<file path="src/rtl/glow_ram_array.sv">
`default_nettype none
// glow_ram_array: NUM_WORDS x WIDTH glow-sticker RAM with host req/ack handshake and background refresh.
// Rev 1.0 - initial release
module glow_ram_array #(
    parameter int WIDTH          = 8,
    parameter int NUM_WORDS      = 4,
    parameter int ADDR_WIDTH     = 2,
    parameter int CHARGE_CYCLES  = 1000,
    parameter int SETTLE_CYCLES  = 16,
    parameter int REFRESH_CYCLES = 100000,
    parameter int REFRESH_EN     = 1,
    parameter int INVERT_SENSE   = 0
) (
    input  logic                       clk,
    input  logic                       reset,
    input  logic                       req,
    input  logic                       we,
    input  logic [ADDR_WIDTH-1:0]      addr,
    input  logic [WIDTH-1:0]           wdata,
    output logic [WIDTH-1:0]           rdata,
    output logic                       ack,
    output logic                       busy,
    output logic [NUM_WORDS*WIDTH-1:0] glow_leds,
    input  logic [NUM_WORDS*WIDTH-1:0] glow_value,
    output logic [2:0]                 debug_state,
    output logic [ADDR_WIDTH-1:0]      refresh_addr
);

    typedef enum logic [2:0] {
        ST_IDLE   = 3'd0,
        ST_CHARGE = 3'd1,
        ST_SETTLE = 3'd2,
        ST_SAMPLE = 3'd3,
        ST_DONE   = 3'd4
    } state_t;

    localparam int TOTAL     = NUM_WORDS * WIDTH;
    localparam int MAX_PHASE = (CHARGE_CYCLES > SETTLE_CYCLES) ? CHARGE_CYCLES : SETTLE_CYCLES;
    localparam int CNT_W     = (MAX_PHASE > 1) ? $clog2(MAX_PHASE) : 1;
    localparam int TMR_W     = (REFRESH_CYCLES > 1) ? $clog2(REFRESH_CYCLES) : 1;

    localparam logic [CNT_W-1:0]      CHARGE_LAST = CNT_W'(CHARGE_CYCLES - 1);
    localparam logic [CNT_W-1:0]      SETTLE_LAST = CNT_W'(SETTLE_CYCLES - 1);
    localparam logic [TMR_W-1:0]      TMR_LAST    = TMR_W'(REFRESH_CYCLES - 1);
    localparam logic [ADDR_WIDTH-1:0] LAST_WORD   = ADDR_WIDTH'(NUM_WORDS - 1);
    localparam logic [WIDTH-1:0]      SENSE_MASK  = (INVERT_SENSE != 0) ? {WIDTH{1'b1}} : {WIDTH{1'b0}};

    state_t                state_q, state_d;
    logic [CNT_W-1:0]      cnt_q, cnt_d;
    logic [TMR_W-1:0]      timer_q, timer_d;
    logic                  pending_q, pending_d;
    logic                  is_refresh_q, is_refresh_d;
    logic [ADDR_WIDTH-1:0] op_addr_q, op_addr_d;
    logic [ADDR_WIDTH-1:0] rfsh_addr_q, rfsh_addr_d;
    logic [WIDTH-1:0]      wdata_q, wdata_d;
    logic [WIDTH-1:0]      rdata_q, rdata_d;
    logic [WIDTH-1:0]      rfsh_data_q, rfsh_data_d;
    logic                  ack_q, ack_d;
    logic [TOTAL-1:0]      leds_q, leds_d;
    logic [TOTAL-1:0]      sync1_q, sync1_d;
    logic [TOTAL-1:0]      sync2_q, sync2_d;

    logic [TOTAL-1:0]      sensed;
    logic [WIDTH-1:0]      sel_word;
    logic [WIDTH-1:0]      charge_word;

    assign sync1_d = glow_value;
    assign sync2_d = sync1_q;
    assign sensed  = sync2_q ^ {NUM_WORDS{SENSE_MASK}};

    // Out-of-range addresses match no word and therefore read back as zero.
    always_comb begin
        sel_word = '0;
        for (int i = 0; i < NUM_WORDS; i++) begin
            if (op_addr_q == ADDR_WIDTH'(i)) begin
                sel_word = sensed[i*WIDTH +: WIDTH];
            end
        end
    end

    always_comb begin
        state_d      = state_q;
        cnt_d        = cnt_q;
        timer_d      = timer_q;
        pending_d    = pending_q;
        is_refresh_d = is_refresh_q;
        op_addr_d    = op_addr_q;
        rfsh_addr_d  = rfsh_addr_q;
        wdata_d      = wdata_q;
        rdata_d      = rdata_q;
        rfsh_data_d  = rfsh_data_q;
        ack_d        = 1'b0;

        unique case (state_q)
            ST_IDLE: begin
                if (pending_q) begin
                    pending_d    = 1'b0;
                    is_refresh_d = 1'b1;
                    op_addr_d    = rfsh_addr_q;
                    cnt_d        = '0;
                    state_d      = ST_SETTLE;
                end else if (req) begin
                    is_refresh_d = 1'b0;
                    op_addr_d    = addr;
                    wdata_d      = wdata;
                    cnt_d        = '0;
                    state_d      = we ? ST_CHARGE : ST_SETTLE;
                end
            end
            ST_CHARGE: begin
                if (cnt_q == CHARGE_LAST) begin
                    state_d = ST_DONE;
                    ack_d   = ~is_refresh_q;
                end else begin
                    cnt_d = cnt_q + CNT_W'(1);
                end
            end
            ST_SETTLE: begin
                if (cnt_q == SETTLE_LAST) begin
                    state_d = ST_SAMPLE;
                end else begin
                    cnt_d = cnt_q + CNT_W'(1);
                end
            end
            ST_SAMPLE: begin
                cnt_d = '0;
                if (is_refresh_q) begin
                    rfsh_data_d = sel_word;
                    state_d     = ST_CHARGE;
                end else begin
                    rdata_d = sel_word;
                    ack_d   = 1'b1;
                    state_d = ST_DONE;
                end
            end
            ST_DONE: begin
                state_d = ST_IDLE;
                if (is_refresh_q) begin
                    rfsh_addr_d = (rfsh_addr_q == LAST_WORD) ? '0 : rfsh_addr_q + ADDR_WIDTH'(1);
                end
            end
            default: state_d = ST_IDLE;
        endcase

        // Evaluated after arbitration so a wrap in the acceptance cycle is not lost.
        if (REFRESH_EN != 0) begin
            if (timer_q == TMR_LAST) begin
                timer_d   = '0;
                pending_d = 1'b1;
            end else begin
                timer_d = timer_q + TMR_W'(1);
            end
        end else begin
            timer_d   = '0;
            pending_d = 1'b0;
        end
    end

    // LED drive is derived from next-state values so the registered output lines up with CHARGE.
    always_comb begin
        charge_word = is_refresh_d ? rfsh_data_d : wdata_d;
        leds_d      = '0;
        if (state_d == ST_CHARGE) begin
            for (int i = 0; i < NUM_WORDS; i++) begin
                if (op_addr_d == ADDR_WIDTH'(i)) begin
                    leds_d[i*WIDTH +: WIDTH] = charge_word;
                end
            end
        end
    end

    always_ff @(posedge clk or negedge reset) begin
        if (!reset) begin
            state_q      <= ST_IDLE;
            cnt_q        <= '0;
            timer_q      <= '0;
            pending_q    <= 1'b0;
            is_refresh_q <= 1'b0;
            op_addr_q    <= '0;
            rfsh_addr_q  <= '0;
            wdata_q      <= '0;
            rdata_q      <= '0;
            rfsh_data_q  <= '0;
            ack_q        <= 1'b0;
            leds_q       <= '0;
            sync1_q      <= '0;
            sync2_q      <= '0;
        end else begin
            state_q      <= state_d;
            cnt_q        <= cnt_d;
            timer_q      <= timer_d;
            pending_q    <= pending_d;
            is_refresh_q <= is_refresh_d;
            op_addr_q    <= op_addr_d;
            rfsh_addr_q  <= rfsh_addr_d;
            wdata_q      <= wdata_d;
            rdata_q      <= rdata_d;
            rfsh_data_q  <= rfsh_data_d;
            ack_q        <= ack_d;
            leds_q       <= leds_d;
            sync1_q      <= sync1_d;
            sync2_q      <= sync2_d;
        end
    end

    assign rdata        = rdata_q;
    assign ack          = ack_q;
    assign busy         = (state_q != ST_IDLE);
    assign glow_leds    = leds_q;
    assign debug_state  = state_q;
    assign refresh_addr = rfsh_addr_q;

endmodule
`default_nettype wire

</file>
<file path="config.mk">
export PLATFORM = sky130hd
export DESIGN_NAME = glow_ram_array
export DESIGN_NICKNAME = d
export VERILOG_FILES = /design/src/rtl/glow_ram_array.sv
export SDC_FILE = /design/constraint.sdc
export NUM_CORES = 1
export LEC_CHECK = 0
export CORE_MARGIN = 2
export CORE_UTILIZATION = 55
export DETAILED_ROUTE_END_ITERATION = 12
export PLACE_DENSITY = 0.93
export RECOVER_POWER = 50
export SETUP_SLACK_MARGIN = 0.15
export SYNTH_ARGS = -nofsm -noshare
export SYNTH_HDL_FRONTEND = slang
export SYNTH_SLANG_ARGS = --single-unit
</file>
<file path="constraint.sdc">
create_clock -name clk -period 4.5 [get_ports clk]
set_input_delay 0.9 -clock clk [delete_from_list [all_inputs] [get_ports clk]]
set_output_delay 0.9 -clock clk [all_outputs]
set_load 0.02 [all_outputs]
</file>
==> impl_metrics.json <==
{
  "setup_tns_ps": 0,
  "cpMaxStageDelayCell": "clkdlybuf4s50_1",
  "die_y_um": 106,
  "cp_top_family": "buffers and inverters",
  "hp-class": "reg2reg",
  "synth.avg_cell_area_um2": 13.0,
  "multi_input_area_um2": 1730,
  "power_density_nw_per_um2": 392,
  "synth.area.top_cells": "dfrtp_1 69%, nand2_1 4.0%, nor2_1 3.8%, mux4_2 3.1%, mux2_2 2.2%",
  "firstDrtPassIters": 4,
  "async_flop_share_pct": 100,
  "cp-end-kind": "primary output",
  "nFillCells": 640,
  "die_w_um": 106,
  "worstPathCellList": "nor3_2, inv_1, clkdlybuf4s50_1",
  "fin_util_pct": 71.7,
  "ys_warn_count": 0,
  "rsz0062_at_grt": "false",
  "skew_ps": 7.26,
  "crit_arrival_ps": 2070,
  "vias_per_cell": 5.40,
  "final_antenna_net_count": 0,
  "cap_violations": 1,
  "cts.sinks": 157,
  "worst_ep_required_time_ps": 3600,
  "syn-num-nets": 490,
  "grt_pass1_vias": 3892,
  "htreeDepth": 4,
  "grt_max_degree": 109,
  "finalCritPeriodShare_pct": 65.9,
  "num_vias": 3726,
  "yosysMostFrequentCell": "dfrtp_1",
  "internal_power_mw": 2.23,
  "io_pins": 93,
  "dieArea_um2": 11300,
  "antenna_found_initial": 0,
  "cts_tree": "done",
  "post_cts_buffers": 0,
  "criticalPathCategory": "reg2out",
  "drive_above_1_share_pct": 11.6,
  "hold_viol_final": 0,
  "antenna_cells": 0,
  "setup_viol": 0,
  "area_growth_pct": 28.0,
  "status": "finished with violations",
  "start_kind": "flop",
  "routabilityCongestion": 0.843,
  "synthesis.instances": 441,
  "p_sw_share_pct": 22.5,
  "violations": "max-capacitance violations, max-slew violations",
  "clock_latency_ps": 520,
  "grt.overflow.total": 0,
  "finalWirelength_um": 11400,
  "synth_ff_type": "dfrtp_1",
  "tightest_slew_ps": 2510,
  "nets": 590,
  "dpl.hpwl_um": 7530,
  "p_sw_mw": 0.646,
  "postCtsHoldBufs": 0,
  "power_frac_clock_pct": 47.1,
  "combinationalPowerShare_pct": 2.5,
  "ir_drop_uv": 237,
  "core_um2": 10200,
  "clk_path_buf_depth": 2,
  "cts_root_buf": "clkbuf_8",
  "cts-buffers-inserted": 17,
  "ff_latch_area_um2": 3930,
  "synth_top_area_share_pct": 68.5,
  "ys_ff_latch": 157,
  "start_util_pct": 56.0,
  "fmax_mhz": 337,
  "drcViolationCount": 0,
  "synthTopCellsByCount": "157 x dfrtp_1, 61 x nand2_1, 58 x nor2_1",
  "drt_iter0_drc": 213,
  "synth_edf_count": 0,
  "grt.total_usage_pct": 22.8,
  "yosys.area.top_type": "dfrtp_1",
  "cts-resized-gates": 0,
  "relSlewSlack_pct": -67.4,
  "pwr-share-seq_pct": 50.4,
  "num_rows": 37,
  "grt_pass1_wl_um": 19400,
  "portBuffers": 92,
  "critical_path_buf_inv_count": 2,
  "period_minus_slack_ps": 2970,
  "crit_path_max_fanout": 13,
  "final_max_slew_viol_count": 109,
  "seq_area_frac_synth_pct": 68.5,
  "synth.distinct_cells": 48,
  "wl_per_cell_um": 16.5,
  "syn_area_um2": 5730,
  "critPathMaxStageDelay_ps": 560,
  "p_leak_nw": 3.38,
  "clk_pin_slew_ps": 70
}
-- logic make-up (layout without fill, tap and decap cells) --
kind of cell | Yosys count | after routing | synth area share (%)
and+or+nand+nor | 191 | 191 | 17.0
DFF | 157 | 157 | 68.5
AOI/OAI and AO/OA | 33 | 33 | 3.67
xor gates and xnor gates | 21 | 21 | 3.21
muxes | 20 | 20 | 5.50
buffers and inverters | 16 | 129 | 1.40
adders and majority gates | 3 | 3 | 0.655
-- per-stage QoR --
stage	instance area (um^2)	hold slack [ps]	cells	setup slack [ps]	total power, mW
5_1_grt	7340	358	690	1310	2.97
6_report	7340	348	690	1530	2.88
2_1_floorplan	5730	331	441	2310	1.48
3_3_place_gp	6780	333	658	1840	1.55
3_5_place_dp	6780	336	658	1700	1.55
4_1_cts	7340	351	690	1520	2.90
-- state kept, by name, summed over array words and instances, names as in the netlist --
signal        flops
glow_leds        32
sensed           32
sync1_q          32
timer_q          17
cnt_q            10
rdata             8
rfsh_data_q       8
wdata_q           8
debug_state       3
op_addr_q         2
refresh_addr      2
ack               1
is_refresh_q      1
pending_q         1
-- cells in the final DEF, fill, tap and decap left out, types with 2 or more instances in the layout --
cell type	count
o21a_1	8
nand3_1	10
nor2_1	58
dlygate4sd3_1	33
inv_1	2
and3_1	15
nand4_1	6
inv_6	8
clkbuf_16	16
buf_4	3
inv_8	2
nand4b_1	4
clkinv_2	2
mux2_2	11
o21ai_0	9
or3_1	2
nor2b_1	4
and4_1	3
mux4_2	8
nor3_1	6
a21oi_1	2
nand2b_1	2
a22oi_1	2
nand4bb_1	2
and4b_1	3
clkdlybuf4s50_1	58
xnor2_1	9
a31oi_1	2
o21ai_1	4
nand2_1	61
nor4b_1	3
ha_1	3
xor2_1	12
dfrtp_1	157
-- power by group through the flow --
stage	combinational [mW]	clock (mW)	sequential, mW
final	0.0713	1.36	1.45
after global routing	0.0811	1.44	1.45
after CTS	0.0797	1.37	1.45
after detailed placement	0.0787	0	1.47
after global placement	0.0767	0	1.47
after floorplan	0.00933	0	1.47
-- worst paths after layout --
| check | startpoint | end | slack, ps | cells after the start |
|---|---|---|---|---|
| setup / recovery | debug_state[0] | busy | 1530 | 3 |
| hold / removal | sync1_q[29] | sensed[29] | 350 | 0 |
| hold reg to reg | sync1_q[29] | sensed[29] | 350 | 0 |
| setup reg to reg | debug_state[1] | glow_leds[1] | 2240 | 5 |
| max in group asynchronous | reset | timer_q[1] | 1890 | 1 |
| min in group asynchronous | reset | sync1_q[19] | 1160 | 1 |
-- per-layer routing --
metal	part of all wire [%]	GRT usage, %	up-vias	wire, um
met5	0	0	-	0
met2	51	38.0	133	5810
met4	2.3	8.93	0	257
li1	-	-	1708	-
met3	5.3	6.38	27	607
met1	41	28.4	1858	4720
-- layout make-up --
class	instances	area share, %
Clock buffer	17	5.64
Clock inverter	15	2.03
Inverter	2	0.102
Multi-Input combinational cell	268	23.6
Sequential cell	157	53.5
Tap cell	136	2.32
Timing Repair Buffer	95	12.8
Note: power is estimated with default switching activity, not from simulation.
